**src/rtl/binarizer_pkg.sv**
```systemverilog
// Shared types and constants for the threshold binarizer slice:
// FSM state encoding, output pixel codes, pipeline latency and the
// foreground compare helper.
package binarizer_pkg;

    typedef enum logic [1:0] {
        ST_SYNC   = 2'd0,
        ST_IDLE   = 2'd1,
        ST_ACTIVE = 2'd2,
        ST_FLUSH  = 2'd3
    } bin_state_e;

    localparam logic [7:0] PIX_FG  = 8'hFF;
    localparam logic [7:0] PIX_BG  = 8'h00;
    localparam int         BIN_LAT = 2;

    // Unsigned compare; pol=1 marks bright pixels, pol=0 marks dark ones.
    function automatic logic is_fg(input logic [7:0] gray,
                                   input logic [7:0] thr,
                                   input logic       pol);
        logic res;
        if (pol) begin
            res = (gray > thr);
        end else begin
            res = (gray <= thr);
        end
        return res;
    endfunction

endpackage

```
**src/rtl/thresh_capture.sv**
```systemverilog
// Frame-start edge detection and per-frame threshold register.
// The threshold only moves on a frame start seen while the FSM is idle.
// Build option THRESH_SMOOTH_EN: blend each new threshold 3:1 with the
// previous one; the first capture after reset loads the raw value.
module thresh_capture
    import binarizer_pkg::*;
#(
    parameter logic [7:0] DEFAULT_THRESH = 8'd128
) (
    input  logic       iClk,
    input  logic       iRst_n,
    input  logic       iFvalid,
    input  logic [7:0] iThresh,
    input  logic       iThreshValid,
    input  logic       iCaptureEn,
    output logic       oFrameStart,
    output logic [7:0] oThresh
);

    logic       fvalid_prev_r;
    logic [7:0] thresh_r;
    logic [7:0] thr_next_s;
    logic       capture_s;

    assign oFrameStart = iFvalid & ~fvalid_prev_r;
    assign capture_s   = iCaptureEn & oFrameStart & iThreshValid;
    assign oThresh     = thresh_r;

    // Remember last cycle's frame valid so a low-to-high step can be seen
    always_ff @(posedge iClk) begin
        if (!iRst_n) begin
            fvalid_prev_r <= 1'b0;
        end else begin
            fvalid_prev_r <= iFvalid;
        end
    end

`ifdef THRESH_SMOOTH_EN
    logic captured_r;

    // (3*old + new + 2) >> 2 with a 10-bit intermediate (max 1022)
    function automatic logic [7:0] blend_thresh(input logic [7:0] old_thr,
                                                input logic [7:0] new_thr);
        logic [9:0] sum;
        sum = {2'b00, old_thr} + {1'b0, old_thr, 1'b0} + {2'b00, new_thr} + 10'd2;
        return 8'(sum >> 2);
    endfunction

    // Flag the first capture so it bypasses the blend with the default
    always_ff @(posedge iClk) begin
        if (!iRst_n) begin
            captured_r <= 1'b0;
        end else if (capture_s) begin
            captured_r <= 1'b1;
        end else begin
            captured_r <= captured_r;
        end
    end

    // Next threshold: raw on first capture, blended afterwards
    always_comb begin
        thr_next_s = iThresh;
        if (captured_r) begin
            thr_next_s = blend_thresh(thresh_r, iThresh);
        end else begin
            thr_next_s = iThresh;
        end
    end
`else
    // Next threshold is the raw histogram-stage value
    always_comb begin
        thr_next_s = iThresh;
    end
`endif

    // Threshold register, loaded only at a captured frame start
    always_ff @(posedge iClk) begin
        if (!iRst_n) begin
            thresh_r <= DEFAULT_THRESH;
        end else if (capture_s) begin
            thresh_r <= thr_next_s;
        end else begin
            thresh_r <= thresh_r;
        end
    end

endmodule

```
**src/rtl/threshold_binarizer.sv**
```systemverilog
// Binarizes the gray pixel stream against a per-frame threshold through a
// fixed two-stage pipeline and reports the foreground count at frame end.
// Optional build macro THRESH_SMOOTH_EN (threshold smoothing, in thresh_capture).
module threshold_binarizer
    import binarizer_pkg::*;
#(
    parameter int         COUNT_W        = 20,
    parameter logic [7:0] DEFAULT_THRESH = 8'd128,
    parameter bit         POLARITY       = 1'b1
) (
    input  logic               iClk,
    input  logic               iRst_n,
    input  logic [7:0]         iGray,
    input  logic               iGrayValid,
    input  logic               iFvalid,
    input  logic [15:0]        iX_Cont,
    input  logic [15:0]        iY_Cont,
    input  logic [7:0]         iThresh,
    input  logic               iThreshValid,
    output logic               oBin,
    output logic [7:0]         oPixel,
    output logic               oValid,
    output logic [15:0]        oX,
    output logic [15:0]        oY,
    output logic [7:0]         oThreshUsed,
    output logic [COUNT_W-1:0] oFgCount,
    output logic               oCountValid
);

    localparam logic [COUNT_W-1:0] CNT_MAX    = {COUNT_W{1'b1}};
    localparam logic [COUNT_W-1:0] CNT_ONE    = {{(COUNT_W-1){1'b0}}, 1'b1};
    localparam logic [1:0]         FLUSH_LAST = 2'(BIN_LAT - 1);

    bin_state_e         state_r;
    logic [1:0]         flush_cnt_r;
    logic [COUNT_W-1:0] fg_cnt_r;

    logic               s1_valid_r;
    logic [7:0]         s1_gray_r;
    logic [15:0]        s1_x_r;
    logic [15:0]        s1_y_r;

    logic               frame_start_s;
    logic               capture_en_s;
    logic [7:0]         thresh_s;
    logic               fg_s;

    assign capture_en_s = (state_r == ST_IDLE);
    assign oThreshUsed  = thresh_s;

    thresh_capture #(
        .DEFAULT_THRESH (DEFAULT_THRESH)
    ) u_thresh_capture (
        .iClk         (iClk),
        .iRst_n       (iRst_n),
        .iFvalid      (iFvalid),
        .iThresh      (iThresh),
        .iThreshValid (iThreshValid),
        .iCaptureEn   (capture_en_s),
        .oFrameStart  (frame_start_s),
        .oThresh      (thresh_s)
    );

    // Stage-2 foreground decision for the pixel held in stage 1
    always_comb begin
        fg_s = 1'b0;
        if (s1_valid_r) begin
            fg_s = is_fg(s1_gray_r, thresh_s, POLARITY);
        end else begin
            fg_s = 1'b0;
        end
    end

    // Two-stage pixel pipeline; pixels outside ACTIVE are dropped at stage 1
    always_ff @(posedge iClk) begin
        if (!iRst_n) begin
            s1_valid_r <= 1'b0;
            s1_gray_r  <= 8'd0;
            s1_x_r     <= 16'd0;
            s1_y_r     <= 16'd0;
            oValid     <= 1'b0;
            oBin       <= 1'b0;
            oPixel     <= PIX_BG;
            oX         <= 16'd0;
            oY         <= 16'd0;
        end else begin
            s1_valid_r <= iGrayValid & (state_r == ST_ACTIVE);
            s1_gray_r  <= iGray;
            s1_x_r     <= iX_Cont;
            s1_y_r     <= iY_Cont;
            oValid     <= s1_valid_r;
            oBin       <= fg_s;
            oPixel     <= fg_s ? PIX_FG : PIX_BG;
            if (s1_valid_r) begin
                oX <= s1_x_r;
                oY <= s1_y_r;
            end else begin
                oX <= oX;
                oY <= oY;
            end
        end
    end

    // Frame FSM with saturating foreground counter and end-of-frame report
    always_ff @(posedge iClk) begin
        if (!iRst_n) begin
            state_r     <= ST_SYNC;
            flush_cnt_r <= 2'd0;
            fg_cnt_r    <= {COUNT_W{1'b0}};
            oFgCount    <= {COUNT_W{1'b0}};
            oCountValid <= 1'b0;
        end else begin
            oCountValid <= 1'b0;
            if (fg_s && (fg_cnt_r != CNT_MAX)) begin
                fg_cnt_r <= fg_cnt_r + CNT_ONE;
            end else begin
                fg_cnt_r <= fg_cnt_r;
            end
            case (state_r)
                ST_SYNC: begin
                    if (!iFvalid) begin
                        state_r <= ST_IDLE;
                    end else begin
                        state_r <= ST_SYNC;
                    end
                end
                ST_IDLE: begin
                    if (frame_start_s) begin
                        fg_cnt_r <= {COUNT_W{1'b0}};
                        state_r  <= ST_ACTIVE;
                    end else begin
                        state_r <= ST_IDLE;
                    end
                end
                ST_ACTIVE: begin
                    if (!iFvalid) begin
                        flush_cnt_r <= 2'd0;
                        state_r     <= ST_FLUSH;
                    end else begin
                        state_r <= ST_ACTIVE;
                    end
                end
                ST_FLUSH: begin
                    if (flush_cnt_r == FLUSH_LAST) begin
                        oFgCount    <= fg_cnt_r;
                        oCountValid <= 1'b1;
                        state_r     <= ST_IDLE;
                    end else begin
                        flush_cnt_r <= flush_cnt_r + 2'd1;
                        state_r     <= ST_FLUSH;
                    end
                end
                default: begin
                    state_r <= ST_SYNC;
                end
            endcase
        end
    end

endmodule

```
**config.mk**
```make
export PLATFORM = sky130hd
export DESIGN_NAME = threshold_binarizer
export DESIGN_NICKNAME = d
export VERILOG_FILES = /design/src/rtl/binarizer_pkg.sv /design/src/rtl/thresh_capture.sv /design/src/rtl/threshold_binarizer.sv
export SDC_FILE = /design/constraint.sdc
export NUM_CORES = 1
export LEC_CHECK = 0
export BUFFER_PORTS_ARGS = -buffer_cell sky130_fd_sc_hd__buf_4
export CAP_MARGIN = 10
export CORE_MARGIN = 5
export CORE_UTILIZATION = 50
export CTS_CLUSTER_SIZE = 10
export DETAILED_ROUTE_END_ITERATION = 6
export HOLD_SLACK_MARGIN = 0.15
export PLACE_DENSITY = 0.77
export SETUP_SLACK_MARGIN = 0.15
export SLEW_MARGIN = 5
export SYNTH_ARGS = -nofsm -noshare
export SYNTH_HDL_FRONTEND = slang
export SYNTH_SLANG_ARGS = --single-unit
```
**constraint.sdc**
```tcl
create_clock -name iClk -period 2.74 [get_ports iClk]
set_input_delay 0.137 -clock iClk [delete_from_list [all_inputs] [get_ports iClk]]
set_output_delay 0.137 -clock iClk [all_outputs]
set_load 0.1 [all_outputs]
```
==> flow_summary.yaml, run 1 <==
drt:
  wl_um: 13800
  route.detailed.vias_per_inst: 5.20
  drt_iter0_drc: 222
  firstDrtPassIters: 5
  drcViolationCount: 0
  route.antenna.remaining_nets: 0
  detail_route.wl_per_cell_um: 16.1
  via_count_of_the_routed_design: 4474
setup_path:
  critical_path.endpoint_type: "register"
  max_stage_delay_ns: 0.57
  critPathMaxFanout: 21
  crit_arrival_ns: 2.73
  path_cells: "inv_1 -> ha_1 -> nor2b_1 -> o21ai_0 -> and3_1 -> or4_1 -> a21oi_1"
  r2r_setup_slack_ns: 0.45
  criticalPathCategory: "reg -> reg"
  critical_path_buf_inv_count: 1
  cp_slowest_cell: "sky130_fd_sc_hd__or4_1"
  timing.critical_path.required_ns: 3.18
  worst_path_dominant_cell_family: "simple AND/OR/NAND/NOR gates"
  startpoint_type: "register"
timing:
  finalHoldViolCount: 0
  finClkSkew_ns: 0.0117
  rsz_0062_raised_after_global_routing: "no"
  finalSetupViolCount: 0
  final_period_minus_worst_setup_slack_ns: 2.29
  max_clock_freq_mhz: 436
  fin_crit_sh_pct: 83.7
  rel_slew_slack_pct: 49.5
  tightest_slew_ns: 0.758
  setup_tns_ns: 0
  timing.final.ws_setup_ns: 0.447
  hold_slack_ns: 0.202
  timing_max_transition_violations_final: 0
logic_synthesis:
  synth_seq_area_share_pct: 50.4
  synth_largest_area_cell: "sky130_fd_sc_hd__dfxtp_1"
  dominantRegCellSynth: "sky130_fd_sc_hd__dfxtp_1"
  ys_seq_elements: 129
  top_area_cells_in_the_synthesized_netlist: "sky130_fd_sc_hd__dfxtp_1 50%, sky130_fd_sc_hd__mux2i_1 9.0%, sky130_fd_sc_hd__and2_1 5.6%"
  syn-cell-area_sq_um: 5120
  postSynth.asyncResetShare_pct: 0
  syn_inst: 530
  mean_cell_area_of_the_mapped_netlist_sq_um: 9.67
  yosys.cell_types.count: 35
  yosysWarnings: 0
  synth.net_count: 593
  number_of_synthesized_flops_with_an_enable_pin: 0
  synth_top_area_share_pct: 50.4
cts:
  clkSinkCount: 129
  tritoncts.num_buffers: 17
  ctsResizeCount: 0
  clockRootBuffer: "sky130_fd_sc_hd__clkbuf_8"
  max_buffers_root_to_sink: 2
  htreeDepth: 4
  worst_skew_pair.late_latency_ns: 0.52
  cts_tree: "yes"
  cts.clk_slew.worst_paths_ns: 0.06
placement:
  dp.final_hpwl_um: 7520
  place.port_buffers: 123
  dp_slack_ns: 0.515
  routabilityCongestion: 0.796
grt:
  grt.busiest_layer: "met2"
  met1_resource_use_gr_pct: 24.1
  grt_util_met3_pct: 7.86
  global_route_wire_length_before_repair_um: 23200
  grt_overflow: 0
  groute.usage.overall_pct: 22.9
  pin_count_of_the_biggest_net_entering_global_routing: 68
  globalRouteMet2Util_pct: 41.2
  antenna_violations_before_repair: 1
  grt_pass1_vias: 4704
floorplanning:
  fp.dieW_um: 111
  num_io_pins: 124
  std_cell_rows: 37
  start_util_pct: 50.5
  design.die.area_sq_um: 12400
  die-height_um: 111
  placeableCoreArea_sq_um: 10100
layout:
  postLayoutCoreUtil_pct: 73.1
  design.final.nets: 774
  inserted_diodes: 0
  fillerInstances: 674
  layout-area-overhead-vs-synth_pct: 44.7
  post_route_cells_drive_above_1_share_pct: 23.9
power_and_ir_drop:
  ir_worst_vdd_mv: 0.439
  post-layout-total-power_mw: 4.58
  power_density_nw_per_um2: 618
  power_leakage_nw: 2.92
min_path:
  hold_path_class: "in -> reg"
outcome:
  outcome: "complete, no violations"
run:
  max-cap-violations: 0
==> cells in the mapped netlist, drive strengths merged, types with 2 or more instances <==
cell type,n
dfxtp,129
nand2,71
and2,47
mux2i,46
nor2b,37
a21boi,27
clkbuf,26
nand2b,16
nand3,16
buf,15
nor4,14
inv,12
nand4,12
ha,10
a21oi,9
o21ai,8
and3,6
and4,6
o31ai,5
or4,5
nor2,4
a22oi,2
==> path summary, 6_finish.rpt <==
check / start / endpoint / cells past startpoint
min reg2reg: oFgCount[13] / oFgCount[13] / 2
min: iThreshValid / u_thresh_capture.oThresh[3] / 4
max: u_thresh_capture.oThresh[1] / fg_cnt_r[5] / 7
max reg2reg: u_thresh_capture.oThresh[1] / fg_cnt_r[5] / 7
==> kinds of logic (layout without fill, tap and decap cells) <==
group	after synthesis	count (layout)	share of synthesized area [%]
mux	46	46	8.99
fa+ha+maj	10	10	2.44
buf+inv	53	247	5.03
compound gates	57	57	7.67
flops	129	129	50.4
simple gates	235	235	25.5
==> power by group <==
group / internal (mW) / switching, mW
Clock: 1.42 / 0.878
Sequential: 1.92 / 0.0190
Combinational: 0.177 / 0.169
Total: 3.52 / 1.07
==> worst reg2reg max path, cell delays in order (launching register included) <==
cell	delay [ns]
sky130_fd_sc_hd__dfxtp_1	0.38
sky130_fd_sc_hd__inv_1	0.06
sky130_fd_sc_hd__ha_1	0.31
sky130_fd_sc_hd__nor2b_1	0.17
sky130_fd_sc_hd__o21ai_0	0.12
sky130_fd_sc_hd__and3_1	0.43
sky130_fd_sc_hd__or4_1	0.58
sky130_fd_sc_hd__a21oi_1	0.17
==> repair_timing <==
item / in CTS / in global routing
hold buffers: 75 / 0
endpoints found under the hold margin: 94 / 0
setup buffers: 0 / 0
==> per-layer routing <==
metal,up-vias,routed length (um)
met5,-,7
met4,2,424
met3,35,905
met2,146,7210
met1,2134,5290
li1,2157,-
==> state kept, by name, indices dropped and copies added, names as in the netlist <==
signal / cells
oPixel: 1
s1_gray_r: 8
s1_x_r: 16
u_thresh_capture.fvalid_prev_r: 1
u_thresh_capture.oThresh: 8
fg_cnt_r: 20
oValid: 1
s1_y_r: 16
flush_cnt_r: 2
s1_valid_r: 1
oX: 16
oY: 16
oCountValid: 1
oFgCount: 20
state_r: 2
==> cell type report <==
class | instances | area, sq um | share of cell area (%)
tap | 136 | 170 | 2.29
timing repair buffer | 203 | 1710 | 23.1
sequential | 129 | 2590 | 34.9
inverter | 12 | 45.0 | 0.607
clock buffer | 18 | 428 | 5.77
multi-input combinational | 348 | 2290 | 30.9
clock inverter | 14 | 179 | 2.41
==> cells in the final DEF (no fill, tap or decap), drive strengths merged <==
master / synthesis / routed
a211oi: 1 / 1
a21boi: 27 / 27
a21oi: 9 / 9
a22oi: 2 / 2
and2: 47 / 47
and3: 6 / 6
and4: 6 / 6
buf: 15 / 128
bufinv: 0 / 3
clkbuf: 26 / 18
clkinv: 0 / 4
clkinvlp: 0 / 3
dfxtp: 129 / 129
dlygate4sd3: 0 / 75
ha: 10 / 10
inv: 12 / 16
mux2i: 46 / 46
nand2: 71 / 71
nand2b: 16 / 16
nand3: 16 / 16
nand4: 12 / 12
nor2: 4 / 4
nor2b: 37 / 37
nor3: 1 / 1
nor4: 14 / 14
o2111ai: 1 / 1
o211ai: 1 / 1
o21ai: 8 / 8
o21ba: 1 / 1
o311a: 1 / 1
o311ai: 1 / 1
o31ai: 5 / 5
or4: 5 / 5
==> through the flow <==
step | instances | instance area, sq um
CTS | 860 | 7420
finish | 860 | 7420
global route | 860 | 7420
floorplan | 530 | 5130
global placement | 753 | 6060
detailed placement | 753 | 6060
Note: power is estimated with default switching activity, not from simulation.
==> run 2: changes to the inputs <==
- clock period: 2.74 -> 2.2 ns (I/O delays scaled with it)
==> run 2 against run 1 <==
The run now ends with design-rule violations left. Die area stayed put. Worst setup slack worse by 0.30 ns. Non-clock buffer count is 6 higher. Register-to-register slack worse by 0.30 ns. Clock power is 7% higher. Count of clock-buffer cells in the layout is 1 higher. Critical endpoint is now fg_cnt_r[0]. Largest cell class unchanged. Largest power group unchanged.
==> flow_summary.yaml, run 2 (synthesized netlist as in run 1, its figures left out) <==
setup_path:
  criticalPathCategory: "reg -> reg"
  max_stage_delay_ns: 0.51
  cp_slowest_cell: "sky130_fd_sc_hd__or4_4"
  crit_arrival_ns: 2.49
  critPathMaxFanout: 6
  startpoint_type: "register"
  critical_path.endpoint_type: "register"
  timing.critical_path.required_ns: 2.63
  worst_path_dominant_cell_family: "simple AND/OR/NAND/NOR gates"
  critical_path_buf_inv_count: 2
  path_cells: "inv_4 -> ha_4 -> a211oi_2 -> nor2_2 -> o311ai_4 -> buf_6 -> or4_4 -> a21oi_2"
grt:
  groute.usage.overall_pct: 21.9
  pin_count_of_the_biggest_net_entering_global_routing: 67
  global_route_wire_length_before_repair_um: 22100
  grt_pass1_vias: 4582
  antenna_violations_before_repair: 0
  grt_overflow: 0
cts:
  cts_tree: "yes"
  tritoncts.num_buffers: 17
  max_buffers_root_to_sink: 2
  htreeDepth: 4
  clockRootBuffer: "sky130_fd_sc_hd__clkbuf_8"
  worst_skew_pair.late_latency_ns: 0.51
  clkSinkCount: 129
  cts.clk_slew.worst_paths_ns: 0.06
layout:
  post_route_cells_drive_above_1_share_pct: 28.5
  layout-area-overhead-vs-synth_pct: 46.9
  inserted_diodes: 0
  final_common_cell: "sky130_fd_sc_hd__buf_4"
  fillerInstances: 658
  layout_top_registers: "fg_cnt_r (20), oFgCount (20)"
  commonest_non_fill_non_tap_cells_in_the_layout: "136 x sky130_fd_sc_hd__buf_4, 120 x sky130_fd_sc_hd__dfxtp_1, 71 x sky130_fd_sc_hd__nand2_1, 71 x sky130_fd_sc_hd__dlygate4sd3_1"
  design.final.nets: 780
  reg_area_sq_um: 2610
  multiInputGateArea_sq_um: 2430
  postLayoutCoreUtil_pct: 74.2
power_and_ir_drop:
  power_density_nw_per_um2: 707
  post-layout-total-power_mw: 5.32
  ir_worst_vdd_mv: 0.469
  power_leakage_nw: 2.96
timing:
  fin_crit_sh_pct: 93.3
  finClkSkew_ns: 0.00878
  tightest_slew_ns: 0.561
  finalSetupViolCount: 0
  timing.final.ws_setup_ns: 0.148
  timing_max_transition_violations_final: 0
  setup_tns_ns: 0
  max_clock_freq_mhz: 487
  final_period_minus_worst_setup_slack_ns: 2.05
  finalHoldViolCount: 0
  rsz_0062_raised_after_global_routing: "no"
  rel_slew_slack_pct: 62.6
floorplanning:
  placeableCoreArea_sq_um: 10100
  design.die.area_sq_um: 12400
  std_cell_rows: 37
  num_io_pins: 124
  fp.dieW_um: 111
  start_util_pct: 50.5
  die-height_um: 111
outcome:
  failing_checks: "design-rule violations"
  outcome: "complete, but fails checks"
placement:
  routabilityCongestion: 0.893
  dp.final_hpwl_um: 7680
  dp_slack_ns: 0.228
  place.port_buffers: 123
drt:
  via_count_of_the_routed_design: 4473
  detail_route.wl_per_cell_um: 16.0
  firstDrtPassIters: 7
  drt_iter0_drc: 197
  wl_um: 13800
  drcViolationCount: 1
  route.antenna.remaining_nets: 0
  route.detailed.vias_per_inst: 5.17
min_path:
  hold_path_class: "in -> reg"
run:
  max-cap-violations: 0
run 2: cell types whose count changed in the layout (fill, tap and decap cells not counted), moves of 4 or more:
cell / previous run / this run
sky130_fd_sc_hd__buf_4: 128 / 136
sky130_fd_sc_hd__ha_4: 0 / 5
sky130_fd_sc_hd__dfxtp_4: 0 / 8
sky130_fd_sc_hd__inv_1: 12 / 6
sky130_fd_sc_hd__ha_1: 10 / 5
sky130_fd_sc_hd__clkinv_2: 1 / 7
sky130_fd_sc_hd__dfxtp_2: 7 / 1
sky130_fd_sc_hd__nor4_1: 14 / 9
sky130_fd_sc_hd__dlygate4sd3_1: 75 / 71
sky130_fd_sc_hd__inv_2: 0 / 5
sky130_fd_sc_hd__nor4_2: 0 / 5
sky130_fd_sc_hd__inv_6: 4 / 0
run 2: worst register-to-register path: cells and delay by family (launching register included):
family          cells  cell delay (ns)
fa+ha+maj           1             0.28
flops               1             0.37
buf+inv             2             0.22
simple gates        2             0.74
compound gates      3             0.38
run 2: worst paths after layout:
check	startpoint	to	slack [ns]	cells after the start
hold reg to reg	oFgCount[7]	oFgCount[7]	0.46	2
setup / recovery	u_thresh_capture.oThresh[5]	fg_cnt_r[0]	0.15	8
hold / removal	iX_Cont[6]	s1_x_r[6]	0.35	3
setup reg to reg	u_thresh_capture.oThresh[5]	fg_cnt_r[0]	0.15	8
run 2: per-stage QoR:
step	instances	cell area, sq um	hold slack (ns)
after floorplan	530	5240	0.206
after global placement	759	6210	0.312
after detailed placement	759	6210	0.320
after CTS	861	7430	0.313
after global routing	865	7530	0.351
final	865	7530	0.354
run 2: power by group:
part           internal, mW  switching [mW]
sequential             2.38          0.0274
combinational         0.236           0.220
clock                  1.47           0.988
run 2: final cells by class:
| cell class | instances | area share, % |
|---|---|---|
| clock buffers | 19 | 5.60 |
| flip-flops and latches | 129 | 34.7 |
| well taps | 136 | 2.26 |
| multi-input cells | 348 | 32.3 |
| repair buffers | 209 | 23.2 |
| clock inverters | 12 | 1.25 |
| inverters | 12 | 0.632 |
run 2: metal layers:
metal / vias to the layer above / track usage (%) / share of wire [%]
li1: 2170 / - / -
met1: 2081 / 23.5 / 39
met2: 185 / 40.0 / 53
met3: 37 / 6.55 / 6.3
met4: 0 / 8.68 / 2.0
met5: - / 0 / 0
run 2: what timing repair did:
action	in CTS	in global routing
buffers inserted	0	2
hold buffers	71	0
hold endpoints to repair	86	0
resized for setup	0	17
setup endpoints to repair	0	17
==> run 3: changes to the inputs <==
- CELL_PAD_IN_SITES_DETAIL_PLACEMENT: default -> 0
- CELL_PAD_IN_SITES_GLOBAL_PLACEMENT: default -> 1
- CORE_UTILIZATION: 50 -> 40
- PLACE_DENSITY: 0.77 -> 0.81
==> run 3 against run 2 <==
The run now ends clean. Critical endpoint is now fg_cnt_r[6]. Via count decreased by 5.3%. Sequential share of layout area up 0.20 points. Hold slack worse by 0.10 ns. Sequential power about the same. Global-route usage fell by 5.0 points. Count of clock-buffer cells in the layout unchanged. Sequential cell count did not move. Wire length shrank 12%. Clock power grew 8.9%. Design area decreased by 0.53%. Power rose by 3.2%. Utilization down 15 points.
==> flow_summary.yaml, run 3 (synthesized netlist as in run 1, its figures left out) <==
min_path:
  hold_depth: 4
  hold_path_class: "in -> reg"
  hold_start: "iThreshValid"
  min_delay_worst_endpoint: "u_thresh_capture.oThresh[4]"
timing:
  timing.final.ws_setup_ns: 0.248
  tightest_slew_ns: 0.564
  final_period_minus_worst_setup_slack_ns: 1.95
  timing_max_transition_violations_final: 0
  finalHoldViolCount: 0
  max_clock_freq_mhz: 512
  setup_tns_ns: 0
  fin_crit_sh_pct: 88.7
  finalSetupViolCount: 0
  finClkSkew_ns: 0.00511
  rsz_0062_raised_after_global_routing: "yes"
  rel_slew_slack_pct: 62.4
cts:
  max_buffers_root_to_sink: 2
  tritoncts.num_buffers: 17
  cts.clk_slew.worst_paths_ns: 0.05
  clkSinkCount: 129
  worst_skew_pair.late_latency_ns: 0.41
  cts_tree: "yes"
  clockRootBuffer: "sky130_fd_sc_hd__clkbuf_16"
  htreeDepth: 4
layout:
  post_route_cells_drive_above_1_share_pct: 28.1
  design.final.nets: 769
  layout_top_registers: "fg_cnt_r (20), oFgCount (20)"
  postLayoutCoreUtil_pct: 59.6
  fillerInstances: 1026
  commonest_non_fill_non_tap_cells_in_the_layout: "137 x sky130_fd_sc_hd__buf_4, 119 x sky130_fd_sc_hd__dfxtp_1, 71 x sky130_fd_sc_hd__nand2_1, 59 x sky130_fd_sc_hd__dlygate4sd3_1"
  reg_area_sq_um: 2620
  final_common_cell: "sky130_fd_sc_hd__buf_4"
  layout-area-overhead-vs-synth_pct: 46.1
  stdcell_count: 893
  multiInputGateArea_sq_um: 2380
setup_path:
  r2r_setup_slack_ns: 0.25
  ff_to_ff_path_depth: 8
  timing.rr.end: "fg_cnt_r[6]"
  timing.critical_path.required_ns: 2.54
  worst_r2r_startpoint: "u_thresh_capture.oThresh[2]"
  critical_path.endpoint_type: "register"
  startpoint_type: "register"
  critPathMaxFanout: 21
  criticalPathCategory: "reg -> reg"
  crit_arrival_ns: 2.29
power_and_ir_drop:
  post-layout-total-power_mw: 5.50
  power_density_nw_per_um2: 734
  ir_worst_vdd_mv: 0.516
  power_leakage_nw: 2.89
drt:
  firstDrtPassIters: 4
  drcViolationCount: 0
  wl_um: 12200
  drt_iter0_drc: 140
  route.antenna.remaining_nets: 0
  route.detailed.vias_per_inst: 4.74
  detail_route.wl_per_cell_um: 13.7
  via_count_of_the_routed_design: 4237
placement:
  place.port_buffers: 123
  place_inst: 798
  dp.final_hpwl_um: 7980
  dp_slack_ns: 0.187
  routabilityCongestion: 0.848
outcome:
  outcome: "complete, no violations"
grt:
  groute.usage.overall_pct: 16.9
  global_route_wire_length_before_repair_um: 20200
  grt_util_met3_pct: 5.44
  globalRouteMet2Util_pct: 28.0
  grt_pass1_vias: 4240
  grt_overflow: 0
  met1_resource_use_gr_pct: 20.3
  pin_count_of_the_biggest_net_entering_global_routing: 60
  antenna_violations_before_repair: 1
  grt.busiest_layer: "met2"
floorplanning:
  num_io_pins: 124
  start_util_pct: 40.8
  die-height_um: 123
  design.die.area_sq_um: 15200
  placeableCoreArea_sq_um: 12600
  std_cell_rows: 41
  fp.dieW_um: 123
run:
  max-cap-violations: 0
==> run 3: worst max-delay path, stage by stage (launching register included) <==
cell	delay, ns
sky130_fd_sc_hd__dfxtp_4	0.35
sky130_fd_sc_hd__inv_2	0.03
sky130_fd_sc_hd__ha_1	0.25
sky130_fd_sc_hd__and2_1	0.15
sky130_fd_sc_hd__nand4_1	0.12
sky130_fd_sc_hd__o311ai_2	0.14
sky130_fd_sc_hd__buf_12	0.18
sky130_fd_sc_hd__or4_1	0.52
sky130_fd_sc_hd__a21oi_1	0.13
==> run 3: area by class of cell <==
type / count / area share [%]
multi-input combinational: 348 / 31.8
timing repair buffer: 198 / 22.2
tap: 172 / 2.87
sequential: 129 / 34.9
antenna: 2 / 0.0668
clock buffer: 19 / 5.78
clock inverter: 13 / 1.82
inverter: 12 / 0.602
==> run 3: worst max-delay path by stage <==
stage	from	to	slack, ns	cells past startpoint
global route	state_r[0]	u_thresh_capture.oThresh[1]	0.13	6
finish	u_thresh_capture.oThresh[2]	fg_cnt_r[6]	0.25	8
CTS	fg_cnt_r[9]	fg_cnt_r[8]	0.18	5
floorplan	u_thresh_capture.oThresh[4]	fg_cnt_r[6]	0.12	8
detailed placement	fg_cnt_r[9]	fg_cnt_r[8]	0.19	5
global placement	fg_cnt_r[9]	fg_cnt_r[11]	0.25	5
==> run 3: metrics by stage <==
| step | hold slack, ns | instance area, sq um |
|---|---|---|
| 2_1_floorplan | 0.206 | 5240 |
| 3_3_place_gp | 0.310 | 6280 |
| 3_5_place_dp | 0.319 | 6280 |
| 4_1_cts | 0.197 | 7440 |
| 5_1_grt | 0.280 | 7490 |
| 6_report | 0.250 | 7490 |
==> run 3: report_power, final <==
group / internal, mW / switching (mW)
Clock: 1.66 / 1.02
Sequential: 2.38 / 0.0236
Combinational: 0.213 / 0.199
Total: 4.26 / 1.24
==> run 3: metal layers <==
metal	up-vias	share of wire (%)	routed length [um]
li1	2152	-	-
met1	1948	42	5180
met2	118	49	6020
met3	19	6.6	808
met4	0	1.7	208
met5	-	0	0
==> run 3: repair_timing <==
action,CTS,global route
setup endpoints to repair,0,18
buffers inserted,0,2
resized for setup,0,4
hold endpoints to repair,51,0
hold buffers,59,0
